$ cat config.mk
export PLATFORM = sky130hd
export DESIGN_NAME = audio_voice_scheduler_flat
export DESIGN_NICKNAME = d
export VERILOG_FILES = /design/src/rtl/audio_voice_scheduler_if.sv /design/src/rtl/audio_voice_scheduler.sv /design/src/flat_wrapper.sv
export SDC_FILE = /design/constraint.sdc
export NUM_CORES = 1
export LEC_CHECK = 0
export CORE_ASPECT_RATIO = 0.6
export CORE_MARGIN = 2
export CORE_UTILIZATION = 33
export DETAILED_ROUTE_END_ITERATION = 12
export HOLD_SLACK_MARGIN = 0.12
export PLACE_DENSITY = 0.49
export SYNTH_ARGS = -nofsm -noshare
export SYNTH_HDL_FRONTEND = slang
export SYNTH_SLANG_ARGS = --single-unit
export TNS_END_PERCENT = 5
$ cat constraint.sdc
create_clock -name clk -period 4 [get_ports clk]
set_input_delay 0.4 -clock clk [delete_from_list [all_inputs] [get_ports clk]]
set_output_delay 0.4 -clock clk [all_outputs]
set_load 0.02 [all_outputs]
$ cat src/rtl/audio_voice_scheduler_if.sv
// Trigger request and sample-ROM bus between the voice scheduler (slave) and its
// environment (master: trigger source plus synchronous sample ROM).
interface audio_voice_scheduler_if #(
  parameter int ADDR_WIDTH = 18,
  parameter int DATA_WIDTH = 16
);
  logic                  trig_valid;
  logic [ADDR_WIDTH-1:0] trig_addr;
  logic [ADDR_WIDTH-1:0] trig_len;
  logic                  trig_ack;
  logic                  trig_drop;
  logic [ADDR_WIDTH-1:0] rom_addr;
  logic [DATA_WIDTH-1:0] rom_data;

  modport master (
    output trig_valid, trig_addr, trig_len, rom_data,
    input  trig_ack, trig_drop, rom_addr
  );

  modport slave (
    input  trig_valid, trig_addr, trig_len, rom_data,
    output trig_ack, trig_drop, rom_addr
  );
endinterface

$ cat src/rtl/audio_voice_scheduler.sv
// Time-shares one synchronous sample ROM between NUM_VOICES voices and mixes one
// saturated sample per sample_tick. Define AUDIO_VOICE_STEAL_EN to steal a busy voice.
//
// state    | meaning
// ---------+----------------------------------------------------------
// S_IDLE   | waiting for sample_tick
// S_SCAN   | check voice v; skip it in one cycle if inactive
// S_ISSUE  | drive rom_addr = base[v] + pos[v]
// S_WAIT   | hold rom_addr for ROM_LATENCY cycles
// S_ACCUM  | add rom_data to the accumulator, advance voice v
// S_OUTPUT | publish the saturated mix, pulse mix_valid
module audio_voice_scheduler #(
  parameter int NUM_VOICES  = 4,
  parameter int ADDR_WIDTH  = 18,
  parameter int DATA_WIDTH  = 16,
  parameter int ROM_LATENCY = 1
) (
  input  logic                  clk,
  input  logic                  reset_n,
  input  logic                  sample_tick,
  audio_voice_scheduler_if.slave bus,
  output logic [DATA_WIDTH-1:0] mix_out,
  output logic                  mix_valid,
  output logic [NUM_VOICES-1:0] voice_active,
  output logic                  tick_overrun
);
  localparam int VW   = $clog2(NUM_VOICES);
  localparam int ACCW = DATA_WIDTH + VW;
  localparam int LW   = $clog2(ROM_LATENCY + 1);
  localparam logic [VW-1:0] LAST_V = VW'(NUM_VOICES - 1);
  localparam logic signed [ACCW-1:0] SAT_MAX = {{(VW+1){1'b0}}, {(DATA_WIDTH-1){1'b1}}};
  localparam logic signed [ACCW-1:0] SAT_MIN = {{(VW+1){1'b1}}, {(DATA_WIDTH-1){1'b0}}};

  typedef enum logic [2:0] {S_IDLE, S_SCAN, S_ISSUE, S_WAIT, S_ACCUM, S_OUTPUT} state_t;

  state_t                 state;
  logic [VW-1:0]          v;
  logic [LW-1:0]          wait_cnt;
  logic signed [ACCW-1:0] acc;
  logic [ADDR_WIDTH-1:0]  base [NUM_VOICES];
  logic [ADDR_WIDTH-1:0]  len  [NUM_VOICES];
  logic [ADDR_WIDTH-1:0]  pos  [NUM_VOICES];

  logic                   trig_go;
  logic                   alloc_hit;
  logic [VW-1:0]          alloc_idx;
  logic [ADDR_WIDTH-1:0]  pos_inc;
  logic signed [ACCW-1:0] data_ext;
  logic [DATA_WIDTH-1:0]  sat_mix;
  logic                   suppress;

  assign trig_go  = bus.trig_valid && (bus.trig_len != '0);
  assign pos_inc  = pos[v] + 1'b1;
  assign data_ext = {{VW{bus.rom_data[DATA_WIDTH-1]}}, bus.rom_data};

  always_comb begin
    if (acc > SAT_MAX)      sat_mix = SAT_MAX[DATA_WIDTH-1:0];
    else if (acc < SAT_MIN) sat_mix = SAT_MIN[DATA_WIDTH-1:0];
    else                    sat_mix = acc[DATA_WIDTH-1:0];
  end

  // Allocation looks only at registered flags, so a voice retiring this cycle stays busy.
  always_comb begin
    alloc_hit = 1'b0;
    alloc_idx = '0;
    for (int i = NUM_VOICES - 1; i >= 0; i--) begin
      if (!voice_active[i]) begin
        alloc_hit = 1'b1;
        alloc_idx = VW'(i);
      end
    end
`ifdef AUDIO_VOICE_STEAL_EN
    if (!alloc_hit) begin
      logic [ADDR_WIDTH-1:0] best_pos;
      alloc_hit = 1'b1;
      best_pos  = pos[0];
      for (int i = 1; i < NUM_VOICES; i++) begin
        if (pos[i] > best_pos) begin
          best_pos  = pos[i];
          alloc_idx = VW'(i);
        end
      end
    end
`endif
  end

`ifdef AUDIO_VOICE_STEAL_EN
  // Remembers that the voice being fetched was reloaded, so ACCUM leaves it alone.
  logic stolen_q;
  assign suppress = stolen_q;

  always_ff @(posedge clk or negedge reset_n) begin
    if (!reset_n) begin
      stolen_q <= 1'b0;
    end else if (state == S_ACCUM) begin
      stolen_q <= 1'b0;
    end else if (trig_go && (&voice_active) && (alloc_idx == v) &&
                 (state == S_ISSUE || state == S_WAIT)) begin
      stolen_q <= 1'b1;
    end
  end
`else
  assign suppress = 1'b0;
`endif

  always_ff @(posedge clk or negedge reset_n) begin
    if (!reset_n) begin
      state        <= S_IDLE;
      v            <= '0;
      wait_cnt     <= '0;
      acc          <= '0;
      mix_out      <= '0;
      mix_valid    <= 1'b0;
      voice_active <= '0;
      tick_overrun <= 1'b0;
      bus.trig_ack  <= 1'b0;
      bus.trig_drop <= 1'b0;
      bus.rom_addr  <= '0;
      for (int i = 0; i < NUM_VOICES; i++) begin
        base[i] <= '0;
        len[i]  <= '0;
        pos[i]  <= '0;
      end
    end else begin
      mix_valid     <= 1'b0;
      bus.trig_ack  <= 1'b0;
      bus.trig_drop <= 1'b0;
      if (sample_tick && state != S_IDLE) tick_overrun <= 1'b1;

      case (state)
        S_IDLE: begin
          if (sample_tick) begin
            acc   <= '0;
            v     <= '0;
            state <= S_SCAN;
          end
        end
        S_SCAN: begin
          if (voice_active[v])  state <= S_ISSUE;
          else if (v == LAST_V) state <= S_OUTPUT;
          else                  v     <= v + 1'b1;
        end
        S_ISSUE: begin
          bus.rom_addr <= base[v] + pos[v];
          wait_cnt     <= LW'(ROM_LATENCY - 1);
          state        <= S_WAIT;
        end
        S_WAIT: begin
          if (wait_cnt == '0) state    <= S_ACCUM;
          else                wait_cnt <= wait_cnt - 1'b1;
        end
        S_ACCUM: begin
          acc <= acc + data_ext;
          if (!suppress) begin
            pos[v] <= pos_inc;
            if (pos_inc == len[v]) voice_active[v] <= 1'b0;
          end
          if (v == LAST_V) begin
            state <= S_OUTPUT;
          end else begin
            v     <= v + 1'b1;
            state <= S_SCAN;
          end
        end
        S_OUTPUT: begin
          mix_out   <= sat_mix;
          mix_valid <= 1'b1;
          state     <= S_IDLE;
        end
        default: state <= S_IDLE;
      endcase

      // A reload placed after the ACCUM update takes priority for the same voice.
      if (trig_go) begin
        if (alloc_hit) begin
          base[alloc_idx]         <= bus.trig_addr;
          len[alloc_idx]          <= bus.trig_len;
          pos[alloc_idx]          <= '0;
          voice_active[alloc_idx] <= 1'b1;
          bus.trig_ack            <= 1'b1;
        end else begin
          bus.trig_drop <= 1'b1;
        end
      end
    end
  end
endmodule
$ cat src/flat_wrapper.sv
// flat-port wrapper written by rule: the top's interface ports become plain ports
module audio_voice_scheduler_flat 
#(
  parameter int NUM_VOICES  = 4,
  parameter int ADDR_WIDTH  = 18,
  parameter int DATA_WIDTH  = 16,
  parameter int ROM_LATENCY = 1
)
  (clk, reset_n, sample_tick, mix_out, mix_valid, voice_active, tick_overrun, bus_trig_valid, bus_trig_addr, bus_trig_len, bus_rom_data, bus_trig_ack, bus_trig_drop, bus_rom_addr);
  audio_voice_scheduler_if #(.ADDR_WIDTH(ADDR_WIDTH), .DATA_WIDTH(DATA_WIDTH)) bus_i ();
  input  logic clk;
  input  logic reset_n;
  input  logic sample_tick;
  output logic [DATA_WIDTH-1:0] mix_out;
  output logic mix_valid;
  output logic [NUM_VOICES-1:0] voice_active;
  output logic tick_overrun;
  input wire logic [$bits(bus_i.trig_valid)-1:0] bus_trig_valid;
  input wire logic [$bits(bus_i.trig_addr)-1:0] bus_trig_addr;
  input wire logic [$bits(bus_i.trig_len)-1:0] bus_trig_len;
  input wire logic [$bits(bus_i.rom_data)-1:0] bus_rom_data;
  output wire logic [$bits(bus_i.trig_ack)-1:0] bus_trig_ack;
  output wire logic [$bits(bus_i.trig_drop)-1:0] bus_trig_drop;
  output wire logic [$bits(bus_i.rom_addr)-1:0] bus_rom_addr;
  assign bus_i.trig_valid = bus_trig_valid;
  assign bus_i.trig_addr = bus_trig_addr;
  assign bus_i.trig_len = bus_trig_len;
  assign bus_i.rom_data = bus_rom_data;
  assign bus_trig_ack = bus_i.trig_ack;
  assign bus_trig_drop = bus_i.trig_drop;
  assign bus_rom_addr = bus_i.rom_addr;
  audio_voice_scheduler #(.NUM_VOICES(NUM_VOICES), .ADDR_WIDTH(ADDR_WIDTH), .DATA_WIDTH(DATA_WIDTH), .ROM_LATENCY(ROM_LATENCY)) u_core (.clk(clk), .reset_n(reset_n), .sample_tick(sample_tick), .bus(bus_i), .mix_out(mix_out), .mix_valid(mix_valid), .voice_active(voice_active), .tick_overrun(tick_overrun));
endmodule
* Yosys cells after proc, flatten, opt, wreduce, memory -nomap -nowiden
Cells that the tools add are included.
** Word-level totals
- Register bits after elaboration :: 282
- Word-level logic and storage cells :: 130
** Operators by class
- Add/subtract/negate cells :: 5
- Order comparisons :: 10
- Equality and inequality tests :: 11
- Multiplexer cells :: 58
- Bitwise logic cells :: 7
- Reduce and logical (&&, ||, !) cells :: 16
** Operator list (number)
- $bwmux 72 :: 3
- $mux 72 :: 3
- $mux 18 :: 9
- $bmux 18 s2 :: 3
- $and 72x72->72 :: 1
- $demux 18 s2 :: 2
- $not 72->72 :: 1
- $pmux 18 s2 :: 1
- $mux 16 :: 2
- $add 18x1->18 const B :: 1
- $add 18x16->18 :: 1
- $add 18x18->18 :: 1
- $eq 18x18->1 :: 1
- $gt 18x16->1 const B :: 1
- $lt 18x16->1 const B :: 1
- $reduce_bool 18->1 :: 1
- $mux 4 :: 4
- $mux 3 :: 5
- $pmux 3 s5 :: 1
- $mux 2 :: 7
- $mux 1 :: 13
- $eq 3x2->1 const B :: 2
- $eq 3x3->1 const B :: 2
- $ge 3x3->1 const B :: 2
- 23 further kinds :: 39

* Depth between registers and ports, before layout
- Depth after elaboration :: 13
- Depth in mapped cells :: 18
- Mapped depth without buffers :: 12

* Worst setup path before layout
Ideal clock, no wire load.
- Path type :: flip-flop to flip-flop
- From :: register u_core.v[0]
- To :: register u_core.bus.rom_addr[14]
- Setup time :: 0.121 ns
- Arrival :: 4.354 ns
- Required time :: 3.879 ns
- Setup slack :: -0.474 ns
- Stages on the path, launching flop included :: 19
- Path buffers :: 6
- Clock period less this slack :: 4.474 ns
- Cells stage by stage :: dfrtp_1 buf_6 buf_12 buf_4 buf_2 buf_2 buf_2 mux4_2 ha_1 inv_1 fa_1 nor2b_1 o21ai_0 a21boi_0 o21ai_0 a21oi_1 a21o_1 a2111o_1 a22o_1
** On the way
- Word-level cells in the longest chain between the ends :: 5
- Elaborated cells on any way between the ends :: 8
** RTL lines
- start, declared :: line audio_voice_scheduler.sv:37 : logic [VW-1:0] v;
- start signal, assigned :: line audio_voice_scheduler.sv:141 : else v <= v + 1'b1;
- start signal, assigned :: line audio_voice_scheduler.sv:161 : v <= v + 1'b1;
- $not 2->3 (implied by the code) * :: line audio_voice_scheduler.sv:144 : bus.rom_addr <= base[v] + pos[v];
- $bmux 18 s2 :: line audio_voice_scheduler.sv:144
- $mux 18 (implied by the code) (2 in series) :: line audio_voice_scheduler.sv:144
- $add 18x18->18 * :: line audio_voice_scheduler.sv:144
- end signal, assigned :: line audio_voice_scheduler.sv:144
- end, declared :: line audio_voice_scheduler_if.sv:22 : output trig_ack, trig_drop, rom_addr
Mark *: on every way between the ends. The rest lies on a longest branch, timed or not. The select of a mux whose other input is x is not followed.
A chain may end at the register's enable or synchronous reset.

* Final worst setup path
Ends and elaborated chain as after synthesis.

==> impl_metrics.env <==
export IMPL_multi_input_area_um2=6978
export IMPL_p_per_area_nw_per_um2=858.9
export IMPL_dp_hpwl_um=29310
export IMPL_synth_ff_type="dfrtp_1"
export IMPL_worst_path_stages=10
export IMPL_tns_ns=0
export IMPL_worstMarginPinSlew_ns=0.9833
export IMPL_fmax_ghz=0.2732
export IMPL_syn_area_per_cell_um2=10.07
export IMPL_irDropWorstVdd_v=0.0003284
export IMPL_fill_cells=4241
export IMPL_grt_usage=0.1903
export IMPL_nets=1612
export IMPL_synthArstFlopShare=1.000
export IMPL_skew_ns=0.02819
export IMPL_wl_per_cell_um=20.12
export IMPL_syn_nets=1531
export IMPL_synth_edf_count=0
export IMPL_drive_above_1_share=0.1372
export IMPL_start_util=0.3338
export IMPL_path_buf_inv=0
export IMPL_worstSetupEndpointType="register"
export IMPL_fin_util=0.3966
export IMPL_boundaryPins=98
export IMPL_cts_buffers=29
export IMPL_critPathTopFamily="compound AO/OA/AOI/OAI gates"
export IMPL_stdcell_count=2117
export IMPL_cp_start_kind="register"
export IMPL_root_buffer="clkbuf_16"
export IMPL_finalCritPeriodShare=0.9152
export IMPL_n_antenna_cell=0
export IMPL_p_clk_frac=0.197
export IMPL_synth_seq_area_share=0.4870
export IMPL_clock_latency_ns=0.58
export IMPL_cts_tree="yes"
export IMPL_coreArea_um2=43260
export IMPL_p_comb_frac=0.467
export IMPL_vias_per_cell=5.117
export IMPL_hold_violations=0
export IMPL_cp_slowest_stage_delay_ns=0.76
export IMPL_layout_common_cells="408 x nand2_1, 279 x dfrtp_1, 127 x nor2_1"
export IMPL_yosysWarnings=0
export IMPL_syn2layout_area_growth_pct=18.82
export IMPL_hp_class="input pin to async pin"
export IMPL_synth_cell_types=68
export IMPL_drc=0
export IMPL_wirelength_um=42590
export IMPL_netlist_area_um2=14440
export IMPL_vias=10830
export IMPL_clk_pin_slew_worst_paths_ns=0.07
export IMPL_seq_area_um2=7037
export IMPL_r2r_cells=10
export IMPL_io_buffers=97
export IMPL_ys_seq_elements=281
export IMPL_status="completed"
export IMPL_cts_max_level=1
export IMPL_synthDominantCellAreaShare=0.4870
export IMPL_rows=59
export IMPL_relSlewSlack=0.3445
export IMPL_path_cells="mux4_2, ha_1, nor2b_1, o21ai_0, a21boi_0, o21ai_1, a21oi_1, a21o_1, a2111o_1, a22o_1"
export IMPL_switching_share=0.4071
export IMPL_p_leak_nw=7.474
export IMPL_grt_antenna_before_repair=2
export IMPL_dp_cells=2062
export IMPL_drtAntennaViolNets=0
export IMPL_gr_total_overflow=0
export IMPL_fp_dieW_um=274.1
export IMPL_drv_cap=0
export IMPL_die_h_um=166.0
export IMPL_layout_min_cycle_time_ns=3.661
export IMPL_cpMaxStageDelayCell="dfrtp_4"
export IMPL_grt_pass1_wl_um=66790
export IMPL_required_ns=4.44
export IMPL_finalSetupViolations=0
export IMPL_drt_pass1_iterations=5
export IMPL_netSwitchingPower_mw=6.000
export IMPL_cts_sinks=281
export IMPL_grt_pass1_vias=10540
export IMPL_arrival_ns=4.10
export IMPL_critPathMaxFanout=26
export IMPL_clk_path_buf_depth=3
export IMPL_drv_slew=0
export IMPL_grt_max_degree=113
export IMPL_drt_iter0_drc=854
export IMPL_synthTopCellsByArea="dfrtp_1 49%, nand2_1 11%, mux4_2 8.4%"
export IMPL_cts_resized_gates=0
export IMPL_final_common_cell="nand2_1"
export IMPL_p_int_mw=8.736
export IMPL_synth_top_cell_by_area="dfrtp_1"
export IMPL_rsz0062_at_grt="false"
export IMPL_syn_inst=1434
export IMPL_dieArea_um2=45500
export IMPL_worstSetupPathType="register to register"
export IMPL_p_seq_frac=0.337
export IMPL_place_gp_congestion=0.8572
-- synthesized netlist by cell type, drive strengths merged, types with 8 or more instances --
cell type,count
nand3,14
buf,26
a31oi,8
ha,39
mux2,36
o21ai,61
inv,26
nor4,10
a211oi,76
nor2,128
a22o,14
a21o,13
xnor2,41
mux4,55
nand2,409
a21oi,21
and2,9
xor2,15
nor3,14
dfrtp,281
clkbuf,58
-- state kept, by name, indices dropped and copies added (netlist names) --
name,flops
u_core.acc,18
u_core.state,3
u_core.bus.trig_drop,1
u_core.len,72
u_core.v,2
u_core.mix_valid,1
u_core.mix_out,16
u_core.bus.rom_addr,18
u_core.pos,72
u_core.tick_overrun,1
u_core.base,72
u_core.voice_active,4
u_core.bus.trig_ack,1
-- worst register-to-register path: stages (launching register included) --
cell and delay [ns]:
dfrtp_4 0.76, mux4_2 0.72, ha_1 0.36, nor2b_1 0.14, o21ai_0 0.19, a21boi_0 0.17
o21ai_1 0.25, a21oi_1 0.13, a21o_1 0.25, a2111o_1 0.40, a22o_1 0.19
-- cells by family after synthesis --
| family | after synthesis | synth area share |
|---|---|---|
| AO/OA/AOI/OAI | 226 | 0.1061 |
| XOR/XNOR | 57 | 0.03813 |
| adder cells (fa/ha/maj) | 41 | 0.03657 |
| buffers and inverters | 110 | 0.03163 |
| flip-flops | 281 | 0.4870 |
| multiplexers | 98 | 0.1190 |
| AND/OR/NAND/NOR | 621 | 0.1816 |
-- power groups by stage --
stage	Sequential [mW]	Combinational, mW	Clock (mW)
floorplan	4.76	4.73	0
global placement	5.00	6.77	0
detailed placement	5.00	6.86	0
CTS	4.96	6.89	2.97
global route	5.12	7.61	3.08
finish	4.96	6.88	2.90
-- cell type report --
| type | instances | share of cell area |
|---|---|---|
| clock inverters | 17 | 0.01145 |
| well taps | 579 | 0.04222 |
| repair buffers | 134 | 0.07686 |
| inverters | 26 | 0.005688 |
| clock buffers | 37 | 0.04696 |
| flip-flops and latches | 281 | 0.4101 |
| multi-input cells | 1043 | 0.4067 |
-- metal layers --
metal	track usage	part of all wire
met5	0	0
met4	0.03497	0.017
met3	0.03774	0.055
met2	0.2600	0.41
met1	0.3077	0.52
-- path summary, 6_finish.rpt --
path,from,end,slack [ns]
max,u_core.v[0],u_core.bus.rom_addr[14],0.34
min,reset_n,u_core.base[51],0.44
max reg2reg,u_core.v[0],u_core.bus.rom_addr[14],0.34
min reg2reg,u_core.base[32],u_core.base[32],0.47
max in group asynchronous,reset_n,u_core.len[30],2.54
min in group clk,bus_trig_addr[14],u_core.base[50],0.44
-- stage by stage --
stage	instance area [µm²]	hold slack, ns	power [mW]	setup WS (ns)
after floorplan	14460	0.1044	9.493	0.01553
after detailed placement	16150	0.4587	11.85	0.3831
after global routing	17160	0.4515	15.82	0.03814
after global placement	16150	0.4509	11.76	0.4473
after CTS	17160	0.4245	14.81	0.3319
final	17160	0.4388	14.74	0.3391
-- repair_timing --
item	4_1_cts	5_1_grt
buffers inserted	0	0
hold buffers	1	0
endpoints found under the hold margin	107	0
No activity file was read; power rests on OpenSTA's default activity.
